<file path="config.mk">
export PLATFORM = sky130hd
export DESIGN_NAME = mem_client
export DESIGN_NICKNAME = d
export VERILOG_FILES = /design/src/rtl/mem_client_pkg.sv /design/src/rtl/mem_client_cache.sv /design/src/rtl/mem_client.sv
export SDC_FILE = /design/constraint.sdc
export NUM_CORES = 1
export LEC_CHECK = 0
export ABC_AREA = 1
export CORE_ASPECT_RATIO = 2
export CORE_MARGIN = 1.5
export CORE_UTILIZATION = 50
export DETAILED_ROUTE_END_ITERATION = 7
export PLACE_DENSITY_LB_ADDON = 0.12
export SETUP_SLACK_MARGIN = 0.05
export SYNTH_ARGS = -nofsm -noshare
export SYNTH_HDL_FRONTEND = slang
export SYNTH_SLANG_ARGS = --single-unit
</file>
<file path="constraint.sdc">
create_clock -name clk -period 3.53 [get_ports clk]
set_input_delay 0.5295 -clock clk [delete_from_list [all_inputs] [get_ports clk]]
set_output_delay 0.5295 -clock clk [all_outputs]
set_load 0.02 [all_outputs]
</file>
<file path="src/rtl/mem_client_pkg.sv">
// mem_client_pkg: command op encodings and FSM state for mem_client
package mem_client_pkg;
  localparam logic [1:0] OP_LOAD = 2'b00;
  localparam logic [1:0] OP_STORE = 2'b01;
  localparam logic [1:0] OP_ADD = 2'b10;
  localparam logic [1:0] OP_RSVD = 2'b11;
  typedef enum logic [1:0] {IDLE, RD_REQ, RD_WAIT, WR_REQ} state_t;
endpackage

</file>
<file path="src/rtl/mem_client_cache.sv">
// mem_client_cache: single-entry cell cache (valid, tag, value) with lookup and update ports
module mem_client_cache #(parameter int aw = 4) (
  input logic clk,
  input logic init_n,
  input logic [aw-1:0] lookup_addr,
  output logic hit,
  output logic [7:0] hit_data,
  input logic upd,
  input logic [aw-1:0] upd_addr,
  input logic [7:0] upd_data
);
  logic valid;
  logic [aw-1:0] tag;
  assign hit = valid && tag == lookup_addr;
  always_ff @(posedge clk)
    if (!init_n) begin
      valid <= 1'b0;
      tag <= '0;
      hit_data <= '0;
    end else if (upd) begin
      valid <= 1'b1;
      tag <= upd_addr;
      hit_data <= upd_data;
    end
endmodule

</file>
<file path="src/rtl/mem_client.sv">
// mem_client: tape-memory initiator for LOAD/STORE/ADD; MEM_CLIENT_CACHE_EN adds a one-entry cell cache
module mem_client import mem_client_pkg::*; #(parameter int logsize = 4) (
  input logic clk,
  input logic init_n,
  input logic cmd_valid,
  output logic cmd_ready,
  input logic [1:0] cmd_op,
  input logic [logsize-1:0] cmd_addr,
  input logic [7:0] cmd_data,
  output logic rsp_valid,
  output logic [7:0] rsp_data,
  output logic [logsize-1:0] mem_addr,
  output logic [7:0] mem_wdata,
  output logic mem_wselect,
  output logic mem_doit,
  input logic mem_busy,
  input logic mem_rvalid,
  input logic [7:0] mem_rdata
);
  state_t state;
  logic [1:0] op_q;
  logic [7:0] data_q;
  logic hit;
  logic [7:0] hit_data;
  assign cmd_ready = state == IDLE;
  assign mem_doit = state == RD_REQ || state == WR_REQ;
  assign mem_wselect = state == WR_REQ;
`ifdef MEM_CLIENT_CACHE_EN
  // coherent only because this block is the sole writer of the tape
  mem_client_cache #(.aw(logsize)) u_cache (
    .clk(clk),
    .init_n(init_n),
    .lookup_addr(cmd_addr),
    .hit(hit),
    .hit_data(hit_data),
    .upd((state == WR_REQ && !mem_busy) || (state == RD_WAIT && mem_rvalid && op_q == OP_LOAD)),
    .upd_addr(mem_addr),
    .upd_data(state == WR_REQ ? mem_wdata : mem_rdata)
  );
`else
  assign hit = 1'b0;
  assign hit_data = 8'h00;
`endif
  always_ff @(posedge clk)
    if (!init_n) begin
      state <= IDLE;
      op_q <= OP_LOAD;
      data_q <= '0;
      mem_addr <= '0;
      mem_wdata <= '0;
      rsp_valid <= 1'b0;
      rsp_data <= '0;
    end else begin
      rsp_valid <= 1'b0;
      case (state)
        IDLE: if (cmd_valid) begin
          op_q <= cmd_op;
          mem_addr <= cmd_addr;
          data_q <= cmd_data;
          mem_wdata <= cmd_op == OP_STORE ? cmd_data : hit_data + cmd_data;
          rsp_valid <= cmd_op == OP_LOAD && hit;
          if (cmd_op == OP_LOAD && hit) rsp_data <= hit_data;
          state <= cmd_op == OP_STORE || (cmd_op == OP_ADD && hit) ? WR_REQ :
                   (cmd_op == OP_LOAD || cmd_op == OP_ADD) && !hit ? RD_REQ : IDLE;
        end
        RD_REQ: if (!mem_busy) state <= RD_WAIT;
        RD_WAIT: if (mem_rvalid) begin
          mem_wdata <= mem_rdata + data_q;
          rsp_valid <= op_q != OP_ADD;
          if (op_q != OP_ADD) rsp_data <= mem_rdata;
          state <= op_q == OP_ADD ? WR_REQ : IDLE;
        end
        WR_REQ: if (!mem_busy) begin
          rsp_valid <= 1'b1;
          rsp_data <= mem_wdata;
          state <= IDLE;
        end
        default: state <= IDLE;
      endcase
    end
endmodule

</file>
# Word level (Yosys, flattened, before mapping)
# Cells that the tools add are included.
# totals
wordCells	48
reg_bits	33
# op_classes
n_mux	18
n_reduce_logical	10
eq_ne	12
add_sub_neg	1
# op_table
cell	n
2-to-1 mux 8 bit	5
one-hot mux 8 bit (2 select lines)	2
2-to-1 mux 2 bit	6
inequality test 2 bit (second input constant)	6
adder 8 bit	1
== test 2 bit (second input constant)	4
one-hot mux 2 bit (4 select lines)	1
AND reduction 4 bit	2
== test 2 x 1 -> 1 bit (second input constant)	2
logical NOT 2 bit	2
nonzero test 2 bit	2
2-to-1 mux 1 bit	3
AND reduction 3 bit	1
logical OR 1 bit	2
one-hot mux 1 bit (2 select lines)	1
AND reduction 2 bit	1

# Logic depth before layout (Yosys ltp)
# depth
ltp_word	6
mapped_depth	12
depth_no_buf	12

# Worst setup path before layout
# OpenSTA, ideal clock, no wires.
# synth_path
path_type	input-to-reg
from	input port mem_rdata[0]
to	register mem_wdata[6]
path_slack_ns	1.847
required_time_ns	3.460
path_buffers	0
cell_stages	12
t_arrival_ns	1.613
setup_ns	0.070
path_cell_list	ha_1 > inv_1 > fa_1 > inv_1 > nand2_1 > nand2_1 > nand3b_1 > nand2_1 > nand2_1 > nand3_1 > nand2_1 > a21oi_1
# synth_between
elab_chain_len	3
# synth_rtl
item	line_no	rtl
start, declared	mem_client.sv:18	input logic [7:0] mem_rdata
adder 8 bit	mem_client.sv:68	mem_wdata <= mem_rdata + data_q;
2-to-1 mux 8 bit	mem_client.sv:67	RD_WAIT: if (mem_rvalid) begin
one-hot mux 8 bit (2 select lines)	mem_client.sv:55	case (state)
end signal, assigned	mem_client.sv:60	mem_wdata <= cmd_op == OP_STORE ? cmd_data : hit_data + cmd_data;
end signal, assigned	mem_client.sv:68	
end, declared	mem_client.sv:13	output logic [7:0] mem_wdata,
# No other way between the ends. The select of a mux whose other input is x is not followed.
# A chain may end at the register's enable or synchronous reset.

# Final worst setup path
# layout_path
from	register state[0]
to	output port mem_wselect
# layout_between
elab_chain_len	1
# layout_rtl
item	line_no	rtl
start, declared	mem_client.sv:20	state_t state;
start signal, assigned	mem_client.sv:63	state <= cmd_op == OP_STORE || (cmd_op == OP_ADD && hit) ? WR_REQ :
start signal, assigned	mem_client.sv:71	state <= op_q == OP_ADD ? WR_REQ : IDLE;
== test 2 bit	mem_client.sv:27	assign mem_wselect = state == WR_REQ;
end, declared	mem_client.sv:14	output logic mem_wselect,
# No other way between the ends.

==> metrics.md <==
| Metric | Value |
|---|---|
| P_leak | 1.07 nW |
| Final period util | 0.683 |
| Hold path cells | 2 |
| Detailed Route Iter0 Violations | 54 |
| RSZ-0062 raised after global routing | no |
| Worst Setup End Kind | output pin |
| Worst Path Class, Setup | flop to output pin |
| Global routing usage on met1 | 0.261 |
| Worst-path fanout max | 11 |
| Initial antenna violation count | 0 |
| Syn Nets | just under 300 |
| DP Area | approximately 2300 µm² |
| Crit path DAT | approximately 1.9 ns |
| Met3 usage | 0.0602 |
| Layout cells sized above 1 | 0.0836 |
| Die area | roughly 4000 µm² |
| Setup Viol. Count Final | 0 |
| Avg WL per Cell | 13.5 µm |
| Power, Total | 1.77 mW |
| Starting Density | 0.521 |
| Seq cells post-synth | 33 |
| # fillers | 294 |
| Synth area leaders | dfxtp_1 38%, nand2_1 13%, nor2_1 9.8%, o21ai_1 7.1%, ha_1 5.0% |
| Vias in the first global route | 1,726 |
| ANT nets after route | 0 |
| Worst skew pair latency | 0.29 ns |
| # diodes | 0 |
| P&R area growth vs syn | 34.7% |
| Vias | 1,853 |
| Resized cells post-CTS | 0 |
| Mapped Area | 1760 µm² |
| GRT Max-Usage Layer | met2 |
| Post-CTS setup buffer count | 0 |
| Worst endpoint required time | 3.00 ns |
| Post-route cell area | 2370 µm² |
| Remaining DRCs | 0 |
| Number of buffers created by CTS | 5 |
| Critical Path Max Stage Delay | around 0.65 ns |
| Die Y | 86.9 µm |
| Outcome | finished, final reports clean |
| Power Dens Cells | between 700 and 800 nW/µm² |
| Root Buffer | clkbuf_8 |
| Synth area leader | dfxtp_1 |
| Final min period | 2.41 ns |
| Drt via density | between 5 and 6 |
| Mapped Cells | 262 |
| Final wirelength | ~4600 µm |
| CP Cell Sequence | nand2_2, inv_2, clkdlybuf4s50_1 |
| Fin. max-slew vios | 0 |
| CTS tree | yes |
| Overflow after GRT | 0 |
| Max cap viols | 0 |
| # IOs | 51 |
| Cell count of the worst reg-to-reg path | 8 |
| Clock Skew | 0.00812 ns |
| Post-synth top area share | 0.375 |
| Synth warn | 0 |
| Core area | 3380 µm² |
| Drt pass-1 iters | 4 |
| Relative slew slack | 0.324 |
| Row Count | 30 |
| Register area share after synthesis | 0.375 |
| Setup TNS | 0 ns |
| Clock transition at the registers of the reported paths | 0.06 ns |
| Distinct cells, synth | 25 |
| Tot GR Track Use | 0.261 |
| Actual slew at the worst max-slew pin | 1.01 ns |
| Crit path launch type | flop |
| Cts hold-fix bufs | 0 |
| Critical path's slowest cell | clkdlybuf4s50_1 |
| Detail Placement HPWL | between 3000 and 4000 µm |
| Fin nets | between 300 and 400 |
| Clk buf depth | 2 |
| Max Clk Rate | roughly 410 MHz |
| IO Port Bufs | 50 |
| Fin. Hold Viols | 0 |
| Syn Area/Cell | approximately 6.7 µm² |
| Routability cong. | 0.901 |
| Met2 GRT Util | 0.460 |
| Hold_ws | just under 0.5 ns |
| Largest net degree at the start of global routing | 32 |
| Final core occ | 0.702 |
| CTS Sinks | 33 |
| Worst hold path type | flop to flop |
| Die W | 45.0 µm |
| Global-route wire length before repair | approximately 7500 µm |
| H-tree depth | 2 |
| Maximum vdd drop | ~0.00046 V |
==> per-stage QoR <==
step                setup slack (ns)  instances
finish                          1.12        343
global route                    1.02        343
CTS                             1.08        343
detailed placement              1.18        335
global placement                1.22        335
floorplan                       1.85        262
==> report_power, final <==
group	switching [mW]	internal, mW	leakage [nW]
combinational	0.487	0.342	0.743
sequential	0.0839	0.486	0.272
clock	0.145	0.230	0.0585
==> cell families (layout without fill, tap and decap cells) <==
family | count (synthesis) | after routing | synth area share
buffers and inverters | 37 | 86 | 0.0874
adders and majority gates | 8 | 8 | 0.0611
and+or+nand+nor | 133 | 133 | 0.320
xor gates and xnor gates | 2 | 2 | 0.00994
AOI/OAI and AO/OA | 49 | 49 | 0.147
DFF | 33 | 33 | 0.375
==> layout make-up <==
| cell class | instances | area (µm²) | share of cell area |
|---|---|---|---|
| inverters | 28 | 108 | 0.0454 |
| well taps | 32 | 40.0 | 0.0169 |
| clock inverters | 1 | 30.0 | 0.0127 |
| flip-flops and latches | 33 | 661 | 0.278 |
| clock buffers | 7 | 86.3 | 0.0364 |
| repair buffers | 50 | 500 | 0.211 |
| multi-input cells | 192 | 947 | 0.399 |
==> cells in the mapped netlist <==
cell       n
nand3b_1   3
o21ai_1   25
xnor2_1    2
nor2_2     2
nor2_1    46
inv_4      1
buf_2      4
inv_1     18
inv_2      6
o21ai_0    7
a31oi_1    5
nor3_4     1
dfxtp_1   33
clkbuf_1   3
buf_6      1
a211oi_2   1
ha_1       7
or2_2      3
nand2_1   61
clkinv_1   3
buf_1      1
a21oi_1   11
fa_1       1
nand3_1   12
nand2_2    5
==> worst max-delay path, delay by kind of cell (launching register included) <==
kind          cells  cell delay, ns
buf+inv           2            0.90
flops             1            0.47
simple gates      1            0.22
==> metal layers <==
metal	vias to the layer above	wire, µm
li1	933	-
met1	842	1700
met2	64	2550
met3	14	240
met4	0	140
met5	-	0
==> flip-flops by register name, summed over array words and instances (netlist names) <==
signal / count
data_q: 8
op_q: 2
mem_addr: 4
rsp_valid: 1
state: 2
rsp_data: 8
mem_wdata: 8
==> path summary, 6_finish.rpt <==
kind	slack, ns	end	start
worst min register to register	0.48	op_q[1]	op_q[1]
worst max register to register	1.67	mem_wdata[5]	state[1]
worst max-delay path	1.12	mem_wselect	state[0]
worst min-delay path	0.48	op_q[1]	op_q[1]
==> layout by cell type (no fill, tap or decap), types with 2 or more instances in the layout <==
master,netlist,routed
or2_2,3,3
inv_2,6,6
inv_1,18,18
nand2_1,61,61
xnor2_1,2,2
dfxtp_1,33,33
nand2_2,5,5
o21ai_0,7,7
clkbuf_8,0,6
a31oi_1,5,5
clkinv_1,3,3
nor2_2,2,2
clkdlybuf4s50_1,0,50
nor2_1,46,46
a21oi_1,11,11
nand3_1,12,12
nand3b_1,3,3
o21ai_1,25,25
ha_1,7,7
Power figures use the tool's default switching activity.
